**src/rtl/fu_load_queue.sv**
```systemverilog
// Multi-entry load queue: SQ forwarding lookup, D-cache access, tagged miss return, lowest-index completion.
// Optional feature macro LOADQ_HIT_BYPASS_EN: a hit that would be the selected output completes the same cycle.
package fu_load_queue_pkg;
  localparam int XLEN = 32;
  localparam logic [2:0] F3_LB  = 3'b000;
  localparam logic [2:0] F3_LH  = 3'b001;
  localparam logic [2:0] F3_LW  = 3'b010;
  localparam logic [2:0] F3_LBU = 3'b100;
  localparam logic [2:0] F3_LHU = 3'b101;

  typedef struct packed {
    logic            valid;
    logic [XLEN-1:0] r1_value;
    logic [11:0]     imm;
    logic [2:0]      ls_op;
    logic [5:0]      dest_pr;
    logic [4:0]      rob_entry;
    logic [2:0]      tail_pos;
  } ISSUE_FU_PACKET;

  typedef struct packed {
    logic            valid;
    logic [5:0]      dest_pr;
    logic [4:0]      rob_entry;
    logic [XLEN-1:0] dest_value;
  } FU_COMPLETE_PACKET;

  typedef struct packed {
    logic [XLEN-1:0] addr;
    logic [2:0]      tail_pos;
  } LOAD_SQ_PACKET;

  typedef struct packed {
    logic            stall;
    logic [3:0]      usebytes;
    logic [XLEN-1:0] data;
  } SQ_LOAD_PACKET;
endpackage

module fu_load_queue
  import fu_load_queue_pkg::*;
#(
  parameter int LQ_DEPTH = 4,
  parameter int TAG_W    = $clog2(LQ_DEPTH) + 1
) (
  input  logic              clock,
  input  logic              reset,
  input  logic              squash,
  input  logic              complete_stall,
  input  ISSUE_FU_PACKET    fu_packet_in,
  output logic              fu_ready,
  output logic              want_to_complete,
  output FU_COMPLETE_PACKET fu_packet_out,
  output LOAD_SQ_PACKET     sq_lookup,
  output logic              sq_lookup_valid,
  input  SQ_LOAD_PACKET     sq_result,
  output logic [XLEN-1:0]   addr,
  output logic              cache_read_EN,
  output logic [TAG_W-1:0]  cache_read_tag,
  input  logic              is_hit,
  input  logic [XLEN-1:0]   cache_data_in,
  input  logic              broadcast_en,
  input  logic [TAG_W-1:0]  broadcast_tag,
  input  logic [XLEN-1:0]   broadcast_data
);
  localparam int IDX_W = $clog2(LQ_DEPTH);
  typedef enum logic [2:0] {FREE, WAIT_SQ, WAIT_CACHE, WAIT_MISS, DONE} lq_state_e;

  lq_state_e       state_q [LQ_DEPTH];
  lq_state_e       state_d [LQ_DEPTH];
  logic [XLEN-1:0] addr_q [LQ_DEPTH], addr_d [LQ_DEPTH];
  logic [XLEN-1:0] data_q [LQ_DEPTH], data_d [LQ_DEPTH];
  logic [2:0]      op_q [LQ_DEPTH], op_d [LQ_DEPTH];
  logic [3:0]      use_q [LQ_DEPTH], use_d [LQ_DEPTH];
  logic [3:0]      fwd_q [LQ_DEPTH], fwd_d [LQ_DEPTH];
  logic [5:0]      pr_q [LQ_DEPTH], pr_d [LQ_DEPTH];
  logic [4:0]      rob_q [LQ_DEPTH], rob_d [LQ_DEPTH];
  logic [2:0]      tail_q [LQ_DEPTH], tail_d [LQ_DEPTH];
  logic [LQ_DEPTH-1:0] gen_q, gen_d;
  logic [IDX_W-1:0] sq_ptr_q, sq_ptr_d, c_ptr_q, c_ptr_d;

  logic [TAG_W-1:0]    tag_of [LQ_DEPTH];
  logic [LQ_DEPTH-1:0] bcast_hit;
  logic                any_free, any_done, sq_any, c_any;
  logic [IDX_W-1:0]    free_idx, done_sel, sq_grant, c_grant, sq_idx, c_idx;
  logic [XLEN-1:0]     alloc_addr, hit_word;

  function automatic logic [XLEN-1:0] merge(input logic [XLEN-1:0] base, input logic [3:0] fwd,
                                            input logic [XLEN-1:0] fdata);
    logic [XLEN-1:0] m;
    for (int b = 0; b < 4; b++) m[8*b +: 8] = fwd[b] ? fdata[8*b +: 8] : base[8*b +: 8];
    return m;
  endfunction

  function automatic logic [XLEN-1:0] extract(input logic [XLEN-1:0] w, input logic [2:0] op,
                                              input logic [1:0] off);
    logic [7:0]  b;
    logic [15:0] h;
    b = w[{off, 3'b000} +: 8];
    h = off[1] ? w[31:16] : w[15:0];
    case (op)
      F3_LB:   return {{24{b[7]}}, b};
      F3_LBU:  return {24'b0, b};
      F3_LH:   return {{16{h[15]}}, h};
      F3_LHU:  return {16'b0, h};
      default: return w;
    endcase
  endfunction

  function automatic logic [3:0] use_mask(input logic [2:0] op, input logic [1:0] off);
    case (op)
      F3_LB, F3_LBU: return 4'b0001 << off;
      F3_LH, F3_LHU: return off[1] ? 4'b1100 : 4'b0011;
      default:       return 4'b1111;
    endcase
  endfunction

  // gen_q flips on every allocation; the live tag carries the value from before the flip,
  // so the first load into an entry after reset uses generation 0.
  for (genvar gi = 0; gi < LQ_DEPTH; gi++) begin : g_entry
    assign tag_of[gi]    = {~gen_q[gi], IDX_W'(gi)};
    assign bcast_hit[gi] = broadcast_en && (state_q[gi] == WAIT_MISS) && (broadcast_tag == tag_of[gi]);
  end

  always_comb begin
    any_free = 1'b0; free_idx = '0; any_done = 1'b0; done_sel = '0;
    for (int i = LQ_DEPTH - 1; i >= 0; i--) begin
      if (state_q[i] == FREE) begin any_free = 1'b1; free_idx = IDX_W'(i); end
      if (state_q[i] == DONE) begin any_done = 1'b1; done_sel = IDX_W'(i); end
    end
  end

  // Round-robin: scan from the pointer upward, nearest match wins.
  always_comb begin
    sq_any = 1'b0; sq_grant = '0; c_any = 1'b0; c_grant = '0; sq_idx = '0; c_idx = '0;
    for (int k = LQ_DEPTH - 1; k >= 0; k--) begin
      sq_idx = sq_ptr_q + IDX_W'(k);
      c_idx  = c_ptr_q + IDX_W'(k);
      if (state_q[sq_idx] == WAIT_SQ)   begin sq_any = 1'b1; sq_grant = sq_idx; end
      if (state_q[c_idx] == WAIT_CACHE) begin c_any = 1'b1;  c_grant = c_idx;   end
    end
  end

  assign alloc_addr = fu_packet_in.r1_value + {{(XLEN-12){fu_packet_in.imm[11]}}, fu_packet_in.imm};
  assign hit_word   = merge(cache_data_in, fwd_q[c_grant], data_q[c_grant]);

`ifdef LOADQ_HIT_BYPASS_EN
  logic bypass_fire;
  assign bypass_fire = c_any && is_hit && !any_done && !complete_stall;
`endif

  always_comb begin
    for (int i = 0; i < LQ_DEPTH; i++) begin
      state_d[i] = state_q[i]; addr_d[i] = addr_q[i]; data_d[i] = data_q[i]; op_d[i] = op_q[i];
      use_d[i] = use_q[i]; fwd_d[i] = fwd_q[i]; pr_d[i] = pr_q[i]; rob_d[i] = rob_q[i]; tail_d[i] = tail_q[i];
      if (bcast_hit[i]) begin
        data_d[i]  = merge(broadcast_data, fwd_q[i], data_q[i]);
        state_d[i] = DONE;
      end
    end
    gen_d = gen_q; sq_ptr_d = sq_ptr_q; c_ptr_d = c_ptr_q;
    if (sq_any) begin
      sq_ptr_d = sq_grant + IDX_W'(1);
      if (!sq_result.stall) begin
        fwd_d[sq_grant]   = sq_result.usebytes;
        data_d[sq_grant]  = sq_result.data;
        state_d[sq_grant] = ((use_q[sq_grant] & sq_result.usebytes) == use_q[sq_grant]) ? DONE : WAIT_CACHE;
      end
    end
    if (c_any) begin
      c_ptr_d = c_grant + IDX_W'(1);
      if (is_hit) begin
        data_d[c_grant]  = hit_word;
        state_d[c_grant] = DONE;
`ifdef LOADQ_HIT_BYPASS_EN
        if (bypass_fire) state_d[c_grant] = FREE;
`endif
      end else begin
        state_d[c_grant] = WAIT_MISS;
      end
    end
    if (any_done && !complete_stall) state_d[done_sel] = FREE;
    if (fu_packet_in.valid && any_free) begin
      state_d[free_idx] = WAIT_SQ;
      gen_d[free_idx]   = ~gen_q[free_idx];
      addr_d[free_idx]  = alloc_addr;
      op_d[free_idx]    = fu_packet_in.ls_op;
      use_d[free_idx]   = use_mask(fu_packet_in.ls_op, alloc_addr[1:0]);
      fwd_d[free_idx]   = 4'b0000;
      pr_d[free_idx]    = fu_packet_in.dest_pr;
      rob_d[free_idx]   = fu_packet_in.rob_entry;
      tail_d[free_idx]  = fu_packet_in.tail_pos;
    end
    if (squash) for (int i = 0; i < LQ_DEPTH; i++) state_d[i] = FREE;
  end

  always_ff @(posedge clock) begin
    if (reset) begin
      for (int i = 0; i < LQ_DEPTH; i++) state_q[i] <= FREE;
      gen_q <= '0; sq_ptr_q <= '0; c_ptr_q <= '0;
    end else begin
      for (int i = 0; i < LQ_DEPTH; i++) state_q[i] <= state_d[i];
      gen_q <= gen_d; sq_ptr_q <= sq_ptr_d; c_ptr_q <= c_ptr_d;
    end
    for (int i = 0; i < LQ_DEPTH; i++) begin
      addr_q[i] <= addr_d[i]; data_q[i] <= data_d[i]; op_q[i] <= op_d[i]; use_q[i] <= use_d[i];
      fwd_q[i] <= fwd_d[i]; pr_q[i] <= pr_d[i]; rob_q[i] <= rob_d[i]; tail_q[i] <= tail_d[i];
    end
  end

  assign fu_ready        = any_free;
  assign sq_lookup_valid = sq_any;
  assign cache_read_EN   = c_any;
  assign cache_read_tag  = c_any ? tag_of[c_grant] : '0;
  assign addr            = c_any ? {addr_q[c_grant][XLEN-1:2], 2'b00} : '0;

  always_comb begin
    sq_lookup = '0;
    if (sq_any) begin
      sq_lookup.addr     = {addr_q[sq_grant][XLEN-1:2], 2'b00};
      sq_lookup.tail_pos = tail_q[sq_grant];
    end
  end

  always_comb begin
    fu_packet_out    = '0;
    want_to_complete = 1'b0;
    if (any_done) begin
      want_to_complete         = 1'b1;
      fu_packet_out.valid      = 1'b1;
      fu_packet_out.dest_pr    = pr_q[done_sel];
      fu_packet_out.rob_entry  = rob_q[done_sel];
      fu_packet_out.dest_value = extract(data_q[done_sel], op_q[done_sel], addr_q[done_sel][1:0]);
    end
`ifdef LOADQ_HIT_BYPASS_EN
    else if (bypass_fire) begin
      want_to_complete         = 1'b1;
      fu_packet_out.valid      = 1'b1;
      fu_packet_out.dest_pr    = pr_q[c_grant];
      fu_packet_out.rob_entry  = rob_q[c_grant];
      fu_packet_out.dest_value = extract(hit_word, op_q[c_grant], addr_q[c_grant][1:0]);
    end
`endif
  end
endmodule
```
**config.mk**
```make
export PLATFORM = sky130hd
export DESIGN_NAME = fu_load_queue
export DESIGN_NICKNAME = d
export VERILOG_FILES = /design/src/rtl/fu_load_queue.sv
export SDC_FILE = /design/constraint.sdc
export NUM_CORES = 1
export LEC_CHECK = 0
export CORE_MARGIN = 3
export CORE_UTILIZATION = 55
export CTS_CLUSTER_SIZE = 16
export DETAILED_ROUTE_END_ITERATION = 6
export DONT_BUFFER_PORTS = 1
export PLACE_DENSITY = 0.8
export SLEW_MARGIN = 0
export SYNTH_ARGS = -nofsm -noshare
export SYNTH_HDL_FRONTEND = slang
export SYNTH_SLANG_ARGS = --single-unit
```
**constraint.sdc**
```tcl
create_clock -name clock -period 14.35 [get_ports clock]
set_clock_uncertainty 0.1 [all_clocks]
set_input_delay 2.1525 -clock clock [delete_from_list [all_inputs] [get_ports clock]]
set_output_delay 2.1525 -clock clock [all_outputs]
set_load 0.005 [all_outputs]
```
==> impl_metrics.ini <==
[synth]
synth_compound_area_frac = 0.194
netlist_instances = 2334
ys_seq_elements = 380
async_flop_share = 0
yosysWarningCount = 0
ys_seq_area_frac = 0.437
synth_xor_area_frac = 0.0118
synth_top_family_by_area = compound AO/OA/AOI/OAI gates
synth_edf_count = 212
synth.distinct_cells = 80
synthSimpleGateAreaFrac = 0.152
synth_flop_cell = edfxtp_1
synthMuxAreaShare = 0.144
netlist_area_mm2 = 0.0222
syn_area_per_cell_um2 = 9.53
synth_adder_area_share = 0.0228

[setup_path]
worstSetupPathType = register to output pin
startpoint_type = register
critPathMaxFanout = 75
slowest_delay_ps = 780
worst-path-buf-inv = 3
arrival_ps = 5180
crit_slowest_cell = clkinv_1
worstPathCellList = or3b_2 -> mux4_2 -> o221a_4 -> o21ai_4 -> buf_4 -> clkinv_1 -> buf_4 -> a211oi_1 -> a211oi_1
cp.required_ps = 12100
cp-end-kind = output pin
path_delay_family = buffers and inverters

[timing]
rsz0062_at_grt = no
tightest_slew_ps = 1270
setup_viol = 0
finalCritPeriodShare = 0.518
fmax_ghz = 0.134
tns_ps = 0
hold_ws_ps = 373
min_period_ps = 7440
drv_slew = 0
max_slew_margin = 0.151
hold_viol_final = 0

[power]
leakage_nw = 9.05
peakVddDrop_uv = 129
power.density_mw_per_mm2 = 154

[route]
vias = 19500
dr.pass1.iters = 7
vias_per_cell = 6.94
drcViolationCount = 0
totalWireLength_mm = 73.6
drt-initial-drc-count = 2602
drt.antenna.violating_nets = 0
routedWlPerCell_um = 26.2

[hold_path]
hold_class = register to register

[clock_network]
clk_pin_slew_ps = 60
cts_made_buffers = 42
cts_sinks = 380
htree_levels = 2
cts-root-buf = clkbuf_16
cts.path.max_buffers = 3
cts_tree = yes
holdBufCountCts = 0
cts-resized-gates = 0
clk_latency_ps = 570
cts_setup_buffers = 0

[die]
start_util = 0.559
die_w_um = 207
core_mm2 = 0.0398
ios = 290
fp.dieH_um = 207
fp.dieArea_mm2 = 0.0429
num_rows = 73

[outcome]
status = finished clean

[layout]
area_growth_pct = 7.87
fin_nets = 2467
final_cells = 2812
nFillCells = 3327
drive_above_1_share = 0.0678

[grt]
grt_pass1_vias = 18700
overflow = 0
grt_max_degree = 138
antenna_found_initial = 2
grt_pass1_wl_mm = 112
grtUsageTotal = 0.328

[place]
place_hpwl_mm = 47.0
port_buffers = 0
place_congestion = 0.949
place_inst = 2736

[job]
max_cap_viol_count = 0
## path summary, 6_finish.rpt
kind	to	depth (start not counted)	startpoint	slack, ps
setup / recovery	sq_lookup[31]	9	state_q[2][0]$_SDFF_PP0_	6910
setup reg to reg	state_q[0][0]$_SDFF_PP0_	14	state_q[2][0]$_SDFF_PP0_	8300
hold / removal	fwd_q[2][1]$_DFF_P_	2	fwd_q[2][1]$_DFF_P_	370
hold reg to reg	fwd_q[2][1]$_DFF_P_	2	fwd_q[2][1]$_DFF_P_	370
## synth_stat cells (all sizes together) (8+ instances only)
master / count / area share
buf: 45 / 0.011
nor2: 140 / 0.024
o22a: 8 / 0.0032
edfxtp: 212 / 0.29
xnor2: 20 / 0.0079
and3: 37 / 0.010
a211oi: 74 / 0.025
nand3: 28 / 0.0063
nand2: 350 / 0.059
o21ai: 163 / 0.037
a31oi: 9 / 0.0025
mux2i: 306 / 0.14
or3b: 10 / 0.0041
nor3: 43 / 0.0097
a21o: 12 / 0.0041
clkbuf: 119 / 0.020
nor2b: 11 / 0.0031
ha: 39 / 0.022
a21oi: 84 / 0.019
nand3b: 8 / 0.0027
a222oi: 20 / 0.0090
and2: 41 / 0.012
dfxtp: 168 / 0.15
a311oi: 33 / 0.013
nor3b: 21 / 0.0073
o221ai: 8 / 0.0032
xor2: 10 / 0.0039
o211ai: 148 / 0.051
inv: 35 / 0.0059
o22ai: 27 / 0.0076
## cells by family after synthesis
logic type               count (synthesis)
buffers and inverters                  202
AO/OA/AOI/OAI                          636
multiplexers                           316
flip-flops                             380
XOR/XNOR                                30
adder cells (fa/ha/maj)                 40
AND/OR/NAND/NOR                        729
other                                    1
## routing by layer
layer / GRT usage / part of all wire / vias up
met2: 0.506 / 0.45 / 1419
met3: 0.0990 / 0.13 / 220
li1: - / - / 8615
met1: 0.425 / 0.37 / 9263
met5: 0 / 0.00011 / -
met4: 0.152 / 0.045 / 2
## power breakdown
part	internal [mW]	switching (mW)	total [mW]	leakage, nW
clock	0.653	0.447	1.10	0.672
combinational	0.408	0.686	1.09	5.05
sequential	1.37	0.141	1.51	3.32
## worst reg2reg max path, delay by kind of cell, from the launching register on
family,cells,cell delay [ps]
buffers and inverters,4,2780
DFF,1,580
adders and majority gates,1,280
AOI/OAI and AO/OA,5,690
muxes,1,580
and+or+nand+nor,3,970
## area by class of cell
cell class,instances,area (um^2),share of cell area
Inverter,38,143,0.00594
Antenna cell,1,2.50,0.000104
Timing Repair Buffer,38,298,0.0124
Clock buffer,58,1190,0.0498
Multi-Input combinational cell,1755,11800,0.491
Sequential cell,380,9730,0.405
Tap cell,525,657,0.0274
Clock inverter,17,188,0.00782
## stage by stage
| step | power [mW] | setup WS (ps) | utilization | area [um^2] |
|---|---|---|---|---|
| 2_1_floorplan | 2.28 | 7220 | - | 22300 |
| 3_3_place_gp | 2.53 | 7920 | 0.568 | 22600 |
| 3_5_place_dp | 2.58 | 7650 | 0.568 | 22600 |
| 4_1_cts | 3.68 | 7030 | 0.602 | 24000 |
| 5_1_grt | 3.87 | 6740 | 0.603 | 24000 |
| 6_report | 3.71 | 6910 | 0.603 | 24000 |
## flip-flops by register name (all words and copies together), names as in the netlist, named ones only
| signal | count |
|---|---|
| fwd_q | 16 |
| tail_q | 12 |
| pr_q | 24 |
| op_q | 12 |
| addr_q | 128 |
| use_q | 16 |
| gen_q | 4 |
| rob_q | 20 |
| data_q | 128 |
| c_ptr_q | 2 |
| state_q | 12 |
| sq_ptr_q | 2 |
## cells in the final DEF (no fill, tap or decap), types with 27 or more instances in the layout
| cell | n |
|---|---|
| o211ai_1 | 147 |
| o22ai_1 | 27 |
| buf_4 | 37 |
| and3_1 | 37 |
| and2_1 | 41 |
| inv_1 | 31 |
| a311oi_1 | 33 |
| nor3_1 | 40 |
| nand3_1 | 28 |
| nand2_1 | 345 |
| a21oi_1 | 84 |
| clkbuf_16 | 45 |
| edfxtp_1 | 212 |
| a211oi_1 | 72 |
| mux2i_1 | 306 |
| ha_1 | 39 |
| dfxtp_1 | 168 |
| o21ai_0 | 157 |
| nor2_1 | 136 |
No activity file was read; power rests on OpenSTA's default activity.
